===== config.mk =====
export PLATFORM = sky130hd
export DESIGN_NAME = id_stage
export DESIGN_NICKNAME = d
export VERILOG_FILES = /design/src/rtl/riscv_pkg.sv /design/src/rtl/id_stage_regfile.sv /design/src/rtl/id_stage.sv
export SDC_FILE = /design/constraint.sdc
export NUM_CORES = 2
export LEC_CHECK = 0
export BUFFER_PORTS_ARGS = -buffer_cell sky130_fd_sc_hd__buf_2
export CAP_MARGIN = 20
export CORE_ASPECT_RATIO = 0.5
export CORE_MARGIN = 2
export CORE_UTILIZATION = 45
export CTS_CLUSTER_DIAMETER = 150
export CTS_CLUSTER_SIZE = 40
export DETAILED_ROUTE_END_ITERATION = 7
export GPL_ROUTABILITY_DRIVEN = 0
export PLACE_DENSITY = 0.69
export SLEW_MARGIN = 20
export SYNTH_ARGS = -nofsm -noshare
export SYNTH_HDL_FRONTEND = slang
export SYNTH_SLANG_ARGS = --single-unit

===== constraint.sdc =====
create_clock -name clk -period 2.4 [get_ports clk]
set_input_delay 0.48 -clock clk [delete_from_list [all_inputs] [get_ports clk]]
set_output_delay 0.48 -clock clk [all_outputs]
set_load 0.02 [all_outputs]

===== src/rtl/riscv_pkg.sv =====
// Shared RV32I decode constants: opcodes, ALU operation and result-select encodings,
// plus immediate extraction used by the decode stage.
package riscv_pkg;

  localparam logic [6:0] OP_R      = 7'b0110011;
  localparam logic [6:0] OP_IMM    = 7'b0010011;
  localparam logic [6:0] OP_LOAD   = 7'b0000011;
  localparam logic [6:0] OP_STORE  = 7'b0100011;
  localparam logic [6:0] OP_BRANCH = 7'b1100011;
  localparam logic [6:0] OP_JAL    = 7'b1101111;
  localparam logic [6:0] OP_JALR   = 7'b1100111;
  localparam logic [6:0] OP_LUI    = 7'b0110111;
  localparam logic [6:0] OP_AUIPC  = 7'b0010111;

  localparam logic [31:0] NOP_INSTR_C = 32'h0000_0013;

  typedef enum logic [4:0] {
    ALU_ADD   = 5'b00000,
    ALU_SUB   = 5'b00001,
    ALU_AND   = 5'b00010,
    ALU_OR    = 5'b00011,
    ALU_XOR   = 5'b00100,
    ALU_SLT   = 5'b00101,
    ALU_SLTU  = 5'b00110,
    ALU_SLL   = 5'b00111,
    ALU_SRL   = 5'b01000,
    ALU_SRA   = 5'b01001,
    ALU_PASSB = 5'b01010
  } alu_op_e;

  typedef enum logic [1:0] {
    RES_ALU   = 2'b00,
    RES_MEM   = 2'b01,
    RES_PC4   = 2'b10,
    RES_PCIMM = 2'b11
  } result_src_e;

  typedef enum logic [2:0] {
    IMM_NONE, IMM_I, IMM_S, IMM_B, IMM_J, IMM_U
  } imm_type_e;

  function automatic logic [31:0] imm_ext(input logic [31:0] instr, input imm_type_e kind);
    case (kind)
      IMM_I:   imm_ext = {{20{instr[31]}}, instr[31:20]};
      IMM_S:   imm_ext = {{20{instr[31]}}, instr[31:25], instr[11:7]};
      IMM_B:   imm_ext = {{19{instr[31]}}, instr[31], instr[7], instr[30:25], instr[11:8], 1'b0};
      IMM_J:   imm_ext = {{11{instr[31]}}, instr[31], instr[19:12], instr[20], instr[30:21], 1'b0};
      IMM_U:   imm_ext = {instr[31:12], 12'h000};
      default: imm_ext = '0;
    endcase
  endfunction

endpackage


===== src/rtl/id_stage_regfile.sv =====
// 32x32 register file: two combinational read ports, one write port, x0 hard-wired to zero,
// and write-first bypass so a same-cycle write-back is visible on the read ports.
module regfile
  import riscv_pkg::*;
(
  input  logic        clk,
  input  logic        rst,
  input  logic [4:0]  ra1,
  input  logic [4:0]  ra2,
  output logic [31:0] rd1,
  output logic [31:0] rd2,
  input  logic        we,
  input  logic [4:0]  wa,
  input  logic [31:0] wd
);

  logic [31:0] mem [32];

  always_ff @(posedge clk or negedge rst) begin
    if (!rst) begin
      for (int unsigned i = 0; i < 32; i++) mem[i] <= '0;
    end else if (we && wa != '0) begin
      mem[wa] <= wd;
    end
  end

  function automatic logic [31:0] read_port(input logic [4:0] ra);
    if (ra == '0)                  read_port = '0;
    else if (we && ra == wa)       read_port = wd;
    else                           read_port = mem[ra];
  endfunction

  assign rd1 = read_port(ra1);
  assign rd2 = read_port(ra2);

endmodule


===== src/rtl/id_stage.sv =====
// RV32I decode stage: IF/ID register with stall/flush, register file, main/ALU decoder
// and immediate extension feeding the ID/EX register.
module id_stage
  import riscv_pkg::*;
#(
  parameter logic [31:0] RESET_PC  = 32'h0000_0000,
  parameter logic [31:0] NOP_INSTR = NOP_INSTR_C
) (
  input  logic        clk,
  input  logic        rst,
  input  logic [31:0] InstrF,
  input  logic [31:0] PCF,
  input  logic [31:0] PCPlus4F,
  input  logic        StallD,
  input  logic        FlushD,
  input  logic        RegWriteW,
  input  logic [4:0]  RdW,
  input  logic [31:0] ResultW,
  output logic [31:0] PCD,
  output logic [31:0] PCPlus4D,
  output logic [31:0] ImmExtD,
  output logic [31:0] RD1,
  output logic [31:0] RD2,
  output logic [4:0]  RdD,
  output logic [4:0]  Rs1D,
  output logic [4:0]  Rs2D,
  output logic [2:0]  funct3,
  output logic        RegWriteD,
  output logic        MemWriteD,
  output logic        JumpD,
  output logic        BranchD,
  output logic        ALUSrcD,
  output logic        JalrD,
  output logic [1:0]  ResultSrcD,
  output logic [4:0]  ALUControlD,
  output logic        IllegalD
);

  logic [31:0] instr_d;

  always_ff @(posedge clk or negedge rst) begin
    if (!rst) begin
      instr_d  <= NOP_INSTR;
      PCD      <= RESET_PC;
      PCPlus4D <= RESET_PC + 32'd4;
    end else if (FlushD) begin
      instr_d  <= NOP_INSTR;
      PCD      <= RESET_PC;
      PCPlus4D <= RESET_PC + 32'd4;
    end else if (!StallD) begin
      instr_d  <= InstrF;
      PCD      <= PCF;
      PCPlus4D <= PCPlus4F;
    end
  end

  assign RdD    = instr_d[11:7];
  assign Rs1D   = instr_d[19:15];
  assign Rs2D   = instr_d[24:20];
  assign funct3 = instr_d[14:12];

  regfile u_regfile (
    .clk (clk),
    .rst (rst),
    .ra1 (Rs1D),
    .ra2 (Rs2D),
    .rd1 (RD1),
    .rd2 (RD2),
    .we  (RegWriteW),
    .wa  (RdW),
    .wd  (ResultW)
  );

  logic [6:0]  opcode;
  logic [6:0]  funct7;
  logic        reg_write, mem_write, jump, branch, alu_src, jalr, illegal;
  alu_op_e     alu_op;
  result_src_e res_src;
  imm_type_e   imm_type;

  assign opcode = instr_d[6:0];
  assign funct7 = instr_d[31:25];

  always_comb begin
    reg_write = 1'b0;
    mem_write = 1'b0;
    jump      = 1'b0;
    branch    = 1'b0;
    alu_src   = 1'b0;
    jalr      = 1'b0;
    illegal   = 1'b0;
    alu_op    = ALU_ADD;
    res_src   = RES_ALU;
    imm_type  = IMM_NONE;
    case (opcode)
      OP_R, OP_IMM: begin
        reg_write = 1'b1;
        alu_src   = (opcode == OP_IMM);
        if (opcode == OP_IMM) imm_type = IMM_I;
        case (funct3)
          3'b000: if (opcode == OP_R && funct7[5]) alu_op = ALU_SUB;
                  else alu_op = ALU_ADD;
          3'b001: alu_op = ALU_SLL;
          3'b010: alu_op = ALU_SLT;
          3'b011: alu_op = ALU_SLTU;
          3'b100: alu_op = ALU_XOR;
          3'b101: if (funct7[5]) alu_op = ALU_SRA;
                  else alu_op = ALU_SRL;
          3'b110: alu_op = ALU_OR;
          default: alu_op = ALU_AND;
        endcase
        // Immediate shifts carry shamt in [24:20]; only bit 30 (SRAI) may be set above it.
        if (opcode == OP_IMM) begin
          if (funct3 == 3'b001 && funct7 != 7'b0000000) illegal = 1'b1;
          if (funct3 == 3'b101 && {funct7[6], funct7[4:0]} != 6'b0) illegal = 1'b1;
        end
      end
      OP_LOAD: begin
        reg_write = 1'b1;
        alu_src   = 1'b1;
        res_src   = RES_MEM;
        imm_type  = IMM_I;
      end
      OP_STORE: begin
        mem_write = 1'b1;
        alu_src   = 1'b1;
        imm_type  = IMM_S;
      end
      OP_BRANCH: begin
        branch   = 1'b1;
        alu_op   = ALU_SUB;
        imm_type = IMM_B;
        if (funct3 == 3'b010 || funct3 == 3'b011) illegal = 1'b1;
      end
      OP_JAL: begin
        jump      = 1'b1;
        reg_write = 1'b1;
        res_src   = RES_PC4;
        imm_type  = IMM_J;
      end
      OP_JALR: begin
        jump      = 1'b1;
        jalr      = 1'b1;
        reg_write = 1'b1;
        alu_src   = 1'b1;
        res_src   = RES_PC4;
        imm_type  = IMM_I;
        if (funct3 != 3'b000) illegal = 1'b1;
      end
      OP_LUI: begin
        reg_write = 1'b1;
        alu_src   = 1'b1;
        alu_op    = ALU_PASSB;
        imm_type  = IMM_U;
      end
      OP_AUIPC: begin
        reg_write = 1'b1;
        res_src   = RES_PCIMM;
        imm_type  = IMM_U;
      end
      default: illegal = 1'b1;
    endcase
    // An illegal instruction is turned into a bubble with no side effects.
    if (illegal) begin
      reg_write = 1'b0;
      mem_write = 1'b0;
      jump      = 1'b0;
      branch    = 1'b0;
      alu_src   = 1'b0;
      jalr      = 1'b0;
      alu_op    = ALU_ADD;
      res_src   = RES_ALU;
    end
  end

  assign RegWriteD   = reg_write;
  assign MemWriteD   = mem_write;
  assign JumpD       = jump;
  assign BranchD     = branch;
  assign ALUSrcD     = alu_src;
  assign JalrD       = jalr;
  assign IllegalD    = illegal;
  assign ALUControlD = alu_op;
  assign ResultSrcD  = res_src;
  assign ImmExtD     = imm_ext(instr_d, imm_type);

endmodule

* After elaboration in Yosys (flattened, before gate mapping)
Cells that the tools add are included.
Widths: inputs -> output; s select.
** Operators by class
- Bitwise operators :: 3
- Reductions and logical operators :: 22
- Equal/unequal tests :: 23
- Muxes and demuxes :: 47
- Magnitude comparators :: 4
** Operators with widths (count)
- $bwmux 1024 :: 1
- $mux 32 :: 15
- $bmux 32 s5 :: 2
- $demux 32 s5 :: 1
- $pmux 32 s5 :: 1
- $pmux 5 s7 :: 1
- $eq 7x6->1 const B :: 3
- $eq 7x7->1 const B :: 3
- $mux 1 :: 19
- $ge 6x6->1 const B :: 3
- $not 5->6 :: 3
- $pmux 3 s6 :: 1
- $eq 3x3->1 const B :: 5
- $pmux 5 s3 :: 1
- $eq 7x5->1 const B :: 2
- $eq 3x2->1 const B :: 4
- $eq 5x5->1 :: 2
- $logic_not 5->1 :: 2
- $reduce_or 2->1 :: 4
- $eq 7x2->1 const B :: 1
- $logic_and 1x1->1 :: 7
- $reduce_bool 7->1 :: 1
- $reduce_or 7->1 :: 1
- $eq 3x1->1 const B :: 2
- 14 further kinds :: 14
** Storage, ports and cells
- Output and inout bits :: 192
- Register bits after elaboration :: 1120
- Bits of input ports :: 138
- Word-level logic and storage cells :: 134

* Logic depth before layout (Yosys ltp)
- Depth in word-level cells :: 7
- Depth in mapped cells :: 9

* By module
A second synthesis with hierarchy kept.
** Second synthesis, totals
- Cells, all modules :: 4334
- Area, all modules :: 59852.4 µm²
** By module, submodules not included
- regfile :: area an instance 55025.3 µm², sequential area each 25624.6 µm², cells an instance 3872, instances 1
- id_stage :: area an instance 4827.1 µm², sequential area each 2407.3 µm², cells an instance 462, instances 1

* Worst setup path before layout
Ideal clock, no wire load.
- Kind :: input to output
- From :: in RdW[3]
- To :: out RD2[10]
- Cell stages on the path :: 7
- Data required time :: 1.920 ns
- Arrival :: 2.044 ns
- Setup slack :: -0.124 ns
- Path through :: buf_2 xnor2_1 nand4_1 o21ai_1 clkbuf_1 o22ai_1 nor2_1
** On the way
- Longest elaborated chain between the ends :: 4
** Ends and longest elaborated chain
- from (decl) :: line id_stage.sv:17 : input logic [4:0] RdW,
- $eq 5x5->1 :: line id_stage_regfile.sv:29 : else if (we && ra == wa) read_port = wd;
- $logic_and 1x1->1 :: line id_stage_regfile.sv:29
- $mux 32 :: line id_stage_regfile.sv:29
- $mux 32 :: line id_stage_regfile.sv:28 : if (ra == '0) read_port = '0;
- to (decl) :: line id_stage.sv:23 : output logic [31:0] RD2,
Every way passes these cells.

* Worst setup path in the final report
- From :: reg instr_d[15]
- To :: out RD1[30]
** On the way
- Longest elaborated chain between the ends :: 6
- Elaborated cells between the ends (all ways) :: 9
- Classes of those cells :: eq/ne (1); mux (5); bitwise (1); reduce/logical (2)
** Ends and longest elaborated chain
- from (decl) :: line id_stage.sv:39 : logic [31:0] instr_d;
- from (signal assigned) :: line id_stage.sv:51 : instr_d <= InstrF;
- $not 5->6 (implied by the code) :: line id_stage_regfile.sv:30 : else read_port = mem[ra];
- $bmux 32 s5 :: line id_stage_regfile.sv:30
- $mux 32 (implied by the code) (2 in a row) :: line id_stage_regfile.sv:30
- $mux 32 :: line id_stage_regfile.sv:29
- $mux 32 * :: line id_stage_regfile.sv:28
- to (decl) :: line id_stage.sv:22 : output logic [31:0] RD1,
Every way passes the cells marked *; elsewhere a longest branch is shown, timed or not. The select of a mux whose other input is x is not followed.

==> flow_metrics.py <==
metrics = {
    "floorplan": {
        "initial_core_util_pct": 45.3,
        "die_h_um": 261,
        "num_rows": 94,
        "core-area_mm2": 0.131,
        "top_level_ports": 330,
        "die_w_um": 519,
        "die_area_mm2": 0.135,
    },
    "power": {
        "p_comb_share_pct": 30.0,
        "cellInternalPower_mw": 32.7,
        "power_frac_clock_pct": 17.5,
        "ir_drop_uv": 708,
        "switchingPower_mw": 14.6,
        "power.density_cell_area_mw_per_mm2": 636,
        "power.leakage_nw": 32.2,
        "share_seq_of_total_power_pct": 52.5,
        "power_mw": 47.3,
        "power.switching_fraction_pct": 30.9,
    },
    "timing": {
        "timing.max_slew.rel_slack_pct": 32.6,
        "hold_violations": 0,
        "unrepaired_setup_endpoints_after_global_routing": "yes",
        "postLayoutSetupSlackWorst_ns": -1.24,
        "skew_ns": 0,
        "worstMarginPinSlew_ns": 1.01,
        "whs_ns": 0.0207,
        "min_period_over_period_pct": 152,
        "max_freq_ghz": 0.274,
        "final-max-slew-violation-count": 0,
        "final.min_clock_period_ns": 3.64,
        "setup_viol_count_final": 109,
    },
    "setup_path": {
        "destination_of_the_worst_register_to_register_timing_path": "instr_d[15]",
        "critical_path.max_fanout": 8,
        "worst_ep_arrival_time_ns": 3.16,
        "critical_path.reg2reg.startpoint": "instr_d[15]",
        "worst_setup_path_startpoint": "instr_d[15]",
        "timing.reg2reg.setup_slack_ns": 0.55,
        "cp-start-kind": "flip-flop",
        "cp-endpoint": "RD1[30]",
        "ff2ff_path_depth": 5,
        "crit_path_end_kind": "primary output",
        "critPathRequiredTime_ns": 1.92,
        "critical_setup_path_class": "flip-flop to primary output",
    },
    "clock_network": {
        "htree_levels": 1,
        "clkSinkCount": 1120,
        "cts_buffer_depth": 3,
        "clk_root_buffer_cell": "sky130_fd_sc_hd__clkbuf_16",
        "clock_latency_ns": 0.74,
        "cts_tree": "built",
        "cts-buffers-inserted": 31,
        "clkTransAtPathRegs_ns": 0.15,
    },
    "synth": {
        "post_synth_num_cell_types": 75,
        "synth-edff-count": 0,
        "syn_avg_cell_area_um2": 14.1,
        "synth.ff_latch_count": 1120,
        "synth_seq_area_share_pct": 47.1,
        "netlist_top_cells_area": "sky130_fd_sc_hd__dfrtp_1 47%, sky130_fd_sc_hd__mux2_2 19%, sky130_fd_sc_hd__mux4_2 18%",
        "synth_top_flop_cell": "sky130_fd_sc_hd__dfrtp_1",
        "syn_area_mm2": 0.0596,
        "yosys_synthesis_warning_count": 0,
        "synth_top_cell_by_area": "sky130_fd_sc_hd__dfrtp_1",
        "syn-num-nets": 4355,
        "synthesis.instances": 4217,
        "netlist.area_leader.share_pct": 46.9,
        "ys_async_rst_share_pct": 100,
    },
    "route": {
        "wl_mm": 210,
        "ant_nets": 0,
        "vias": 43600,
        "detailed_routing_iterations_pass_1": 6,
        "drc": 0,
        "post_drt_via_cell_ratio": 6.55,
        "number_of_drc_markers_after_the_initial_detailed_route_iteration": 4806,
        "routedWlPerCell_um": 31.6,
    },
    "global_routing": {
        "grt-busiest-layer": "met2",
        "grt_max_degree": 96,
        "number_of_global_route_vias_before_repair": 44500,
        "global_route.usage.met2_pct": 47.8,
        "grt.met3_usage_pct": 7.75,
        "remaining_global_route_overflow": 0,
        "wire_length_of_the_first_global_routing_pass_mm": 304,
        "globalRouteMet1Util_pct": 39.8,
        "global_route.usage.total_pct": 30.2,
        "number_of_antenna_violations_at_the_first_check_in_global_routing": 5,
    },
    "layout": {
        "final_cells": 6655,
        "fillers": 10000,
        "seqCellArea_mm2": 0.0281,
        "multi_input_area_mm2": 0.0314,
        "finish.instance_area_mm2": 0.0744,
        "drive_gt1_share_pct": 60.2,
        "area_growth_pct": 24.8,
        "utilization_pct": 56.6,
        "nets": 5002,
    },
    "run": {
        "maxCapViolCount": 0,
    },
    "placed_design": {
        "placed_cells_incl_taps": 6374,
        "placed_cell_area_mm2": 0.0676,
        "port-buffer-count": 328,
        "place.detailed.hpwl_mm": 136,
    },
    "outcome": {
        "failed_checks": "negative setup slack",
        "status": "finished with violations",
    },
    "hold_path": {
        "worstHoldPathType": "primary input to flip-flop",
    },
}
[power by group through the flow]
stage	clock (mW)	sequential (mW)	combinational, mW
after global routing	9.00	25.2	14.9
after CTS	8.38	24.7	13.6
after detailed placement	0	25.1	12.2
after floorplan	0	24.2	8.42
after global placement	0	24.7	11.8
final	8.29	24.9	14.2
[cell usage after synthesis (12+ instances only)]
cell type / count
sky130_fd_sc_hd__buf_4: 40
sky130_fd_sc_hd__nor3_1: 28
sky130_fd_sc_hd__buf_1: 70
sky130_fd_sc_hd__o211ai_1: 19
sky130_fd_sc_hd__nand2b_1: 15
sky130_fd_sc_hd__buf_6: 14
sky130_fd_sc_hd__buf_2: 127
sky130_fd_sc_hd__mux4_2: 479
sky130_fd_sc_hd__nand3_1: 21
sky130_fd_sc_hd__a21o_1: 23
sky130_fd_sc_hd__clkbuf_1: 235
sky130_fd_sc_hd__nor2_1: 199
sky130_fd_sc_hd__o22ai_1: 81
sky130_fd_sc_hd__dfrtp_1: 1116
sky130_fd_sc_hd__mux2i_1: 160
sky130_fd_sc_hd__a221oi_1: 28
sky130_fd_sc_hd__mux2_2: 997
sky130_fd_sc_hd__mux2_1: 12
sky130_fd_sc_hd__o21ai_0: 67
sky130_fd_sc_hd__nor2b_1: 15
sky130_fd_sc_hd__a22oi_1: 101
sky130_fd_sc_hd__a21oi_1: 42
sky130_fd_sc_hd__nand2_1: 146
sky130_fd_sc_hd__a22o_1: 45
[worst min path at each step]
stage | endpoint | slack, ns | cells after the start | start
2_1_floorplan | PCD[0] | 0.18 | 0 | rst
3_5_place_dp | u_regfile.mem[1007] | 0.38 | 0 | u_regfile.mem[1007]
6_report | instr_d[8] | 0.02 | 3 | InstrF[8]
5_1_grt | PCD[2] | 0.04 | 3 | PCF[2]
4_1_cts | PCD[29] | 0.0007 | 3 | PCF[29]
3_3_place_gp | u_regfile.mem[1005] | 0.38 | 0 | u_regfile.mem[1005]
[cell families after synthesis]
group / Yosys count / synth area share [%]
other: 1 / 0.00630
AOI/OAI and AO/OA: 459 / 5.42
and+or+nand+nor: 477 / 3.55
buffers and inverters: 501 / 3.92
DFF: 1120 / 47.1
xor gates and xnor gates: 11 / 0.162
muxes: 1648 / 39.9
[flip-flops by register name, summed over array words and instances (netlist names)]
register,flops
u_regfile.mem,1024
PCPlus4D,32
PCD,32
instr_d,32
[final cells by class]
class,instances,share of cell area [%]
Clock inverter,1,0.0269
Inverter,11,0.0589
Timing Repair Buffer,1103,15.9
Multi-Input combinational cell,2597,42.2
Clock buffer,43,1.10
Tap cell,1776,2.99
Antenna cell,4,0.0135
Sequential cell,1120,37.7
[per-layer routing]
layer	vias up	wire length (um)
met3	614	21900
li1	17300	-
met2	2550	96700
met1	23200	80600
met5	-	27
met4	4	11000
[repair_timing]
item	4_1_cts	5_1_grt
gates resized for setup	573	244
setup endpoints to repair	114	113
buffers inserted	86	63
pin swaps	174	153
gates cloned	24	4
hold endpoints to repair	124	0
hold buffers	84	0
[critical path, cell delays in order, from the launching register on]
cell and delay (ns):
sky130_fd_sc_hd__dfrtp_4 0.55, sky130_fd_sc_hd__buf_12 0.16, sky130_fd_sc_hd__buf_16 0.16, sky130_fd_sc_hd__buf_12 0.16, sky130_fd_sc_hd__mux2i_4 0.21, sky130_fd_sc_hd__a221oi_4 0.40
sky130_fd_sc_hd__a21oi_1 0.07, sky130_fd_sc_hd__o311a_1 0.34, sky130_fd_sc_hd__nor2_4 0.17, sky130_fd_sc_hd__buf_6 0.15
[cells in the final DEF, fill, tap and decap left out, types with 8 or more instances in the layout]
cell type | Yosys | routed
sky130_fd_sc_hd__dfrtp_1 | 1116 | 1103
sky130_fd_sc_hd__mux2_2 | 997 | 996
sky130_fd_sc_hd__mux4_2 | 479 | 479
sky130_fd_sc_hd__buf_4 | 40 | 392
sky130_fd_sc_hd__buf_2 | 127 | 217
sky130_fd_sc_hd__buf_12 | 1 | 196
sky130_fd_sc_hd__buf_6 | 14 | 157
sky130_fd_sc_hd__mux2i_1 | 160 | 149
sky130_fd_sc_hd__nor2_1 | 199 | 134
sky130_fd_sc_hd__nand2_1 | 146 | 112
sky130_fd_sc_hd__dlygate4sd3_1 | 0 | 84
sky130_fd_sc_hd__a22oi_2 | 0 | 74
sky130_fd_sc_hd__a22o_1 | 45 | 45
sky130_fd_sc_hd__o22ai_2 | 0 | 43
sky130_fd_sc_hd__nor2_2 | 0 | 40
sky130_fd_sc_hd__o21ai_0 | 67 | 37
sky130_fd_sc_hd__clkbuf_16 | 0 | 35
sky130_fd_sc_hd__nand2_2 | 0 | 31
sky130_fd_sc_hd__o22ai_1 | 81 | 31
sky130_fd_sc_hd__a22oi_1 | 101 | 27
sky130_fd_sc_hd__buf_16 | 0 | 26
sky130_fd_sc_hd__buf_8 | 2 | 26
sky130_fd_sc_hd__nor2_4 | 0 | 25
sky130_fd_sc_hd__a21oi_2 | 0 | 22
sky130_fd_sc_hd__a221oi_2 | 0 | 22
sky130_fd_sc_hd__a21o_1 | 23 | 21
sky130_fd_sc_hd__o21ai_1 | 1 | 21
sky130_fd_sc_hd__o211ai_1 | 19 | 19
sky130_fd_sc_hd__nand3_1 | 21 | 17
sky130_fd_sc_hd__nor3_2 | 1 | 15
sky130_fd_sc_hd__mux2_1 | 12 | 12
sky130_fd_sc_hd__clkbuf_1 | 235 | 12
sky130_fd_sc_hd__a21oi_4 | 0 | 11
sky130_fd_sc_hd__nor3_1 | 28 | 11
sky130_fd_sc_hd__nand2b_1 | 15 | 11
sky130_fd_sc_hd__a21oi_1 | 42 | 9
sky130_fd_sc_hd__inv_1 | 9 | 8
sky130_fd_sc_hd__and2_4 | 0 | 8
sky130_fd_sc_hd__nor2b_1 | 15 | 8
sky130_fd_sc_hd__dfrtp_2 | 0 | 8
[through the flow]
stage | setup TNS, ns | worst slack, ns
6_report | -97.42 | -1.24
3_3_place_gp | -26.13 | -0.865
5_1_grt | -105.61 | -1.31
3_5_place_dp | -27.03 | -0.788
2_1_floorplan | -0.692 | -0.0834
4_1_cts | -96.21 | -1.23
Power figures use the tool's default switching activity.
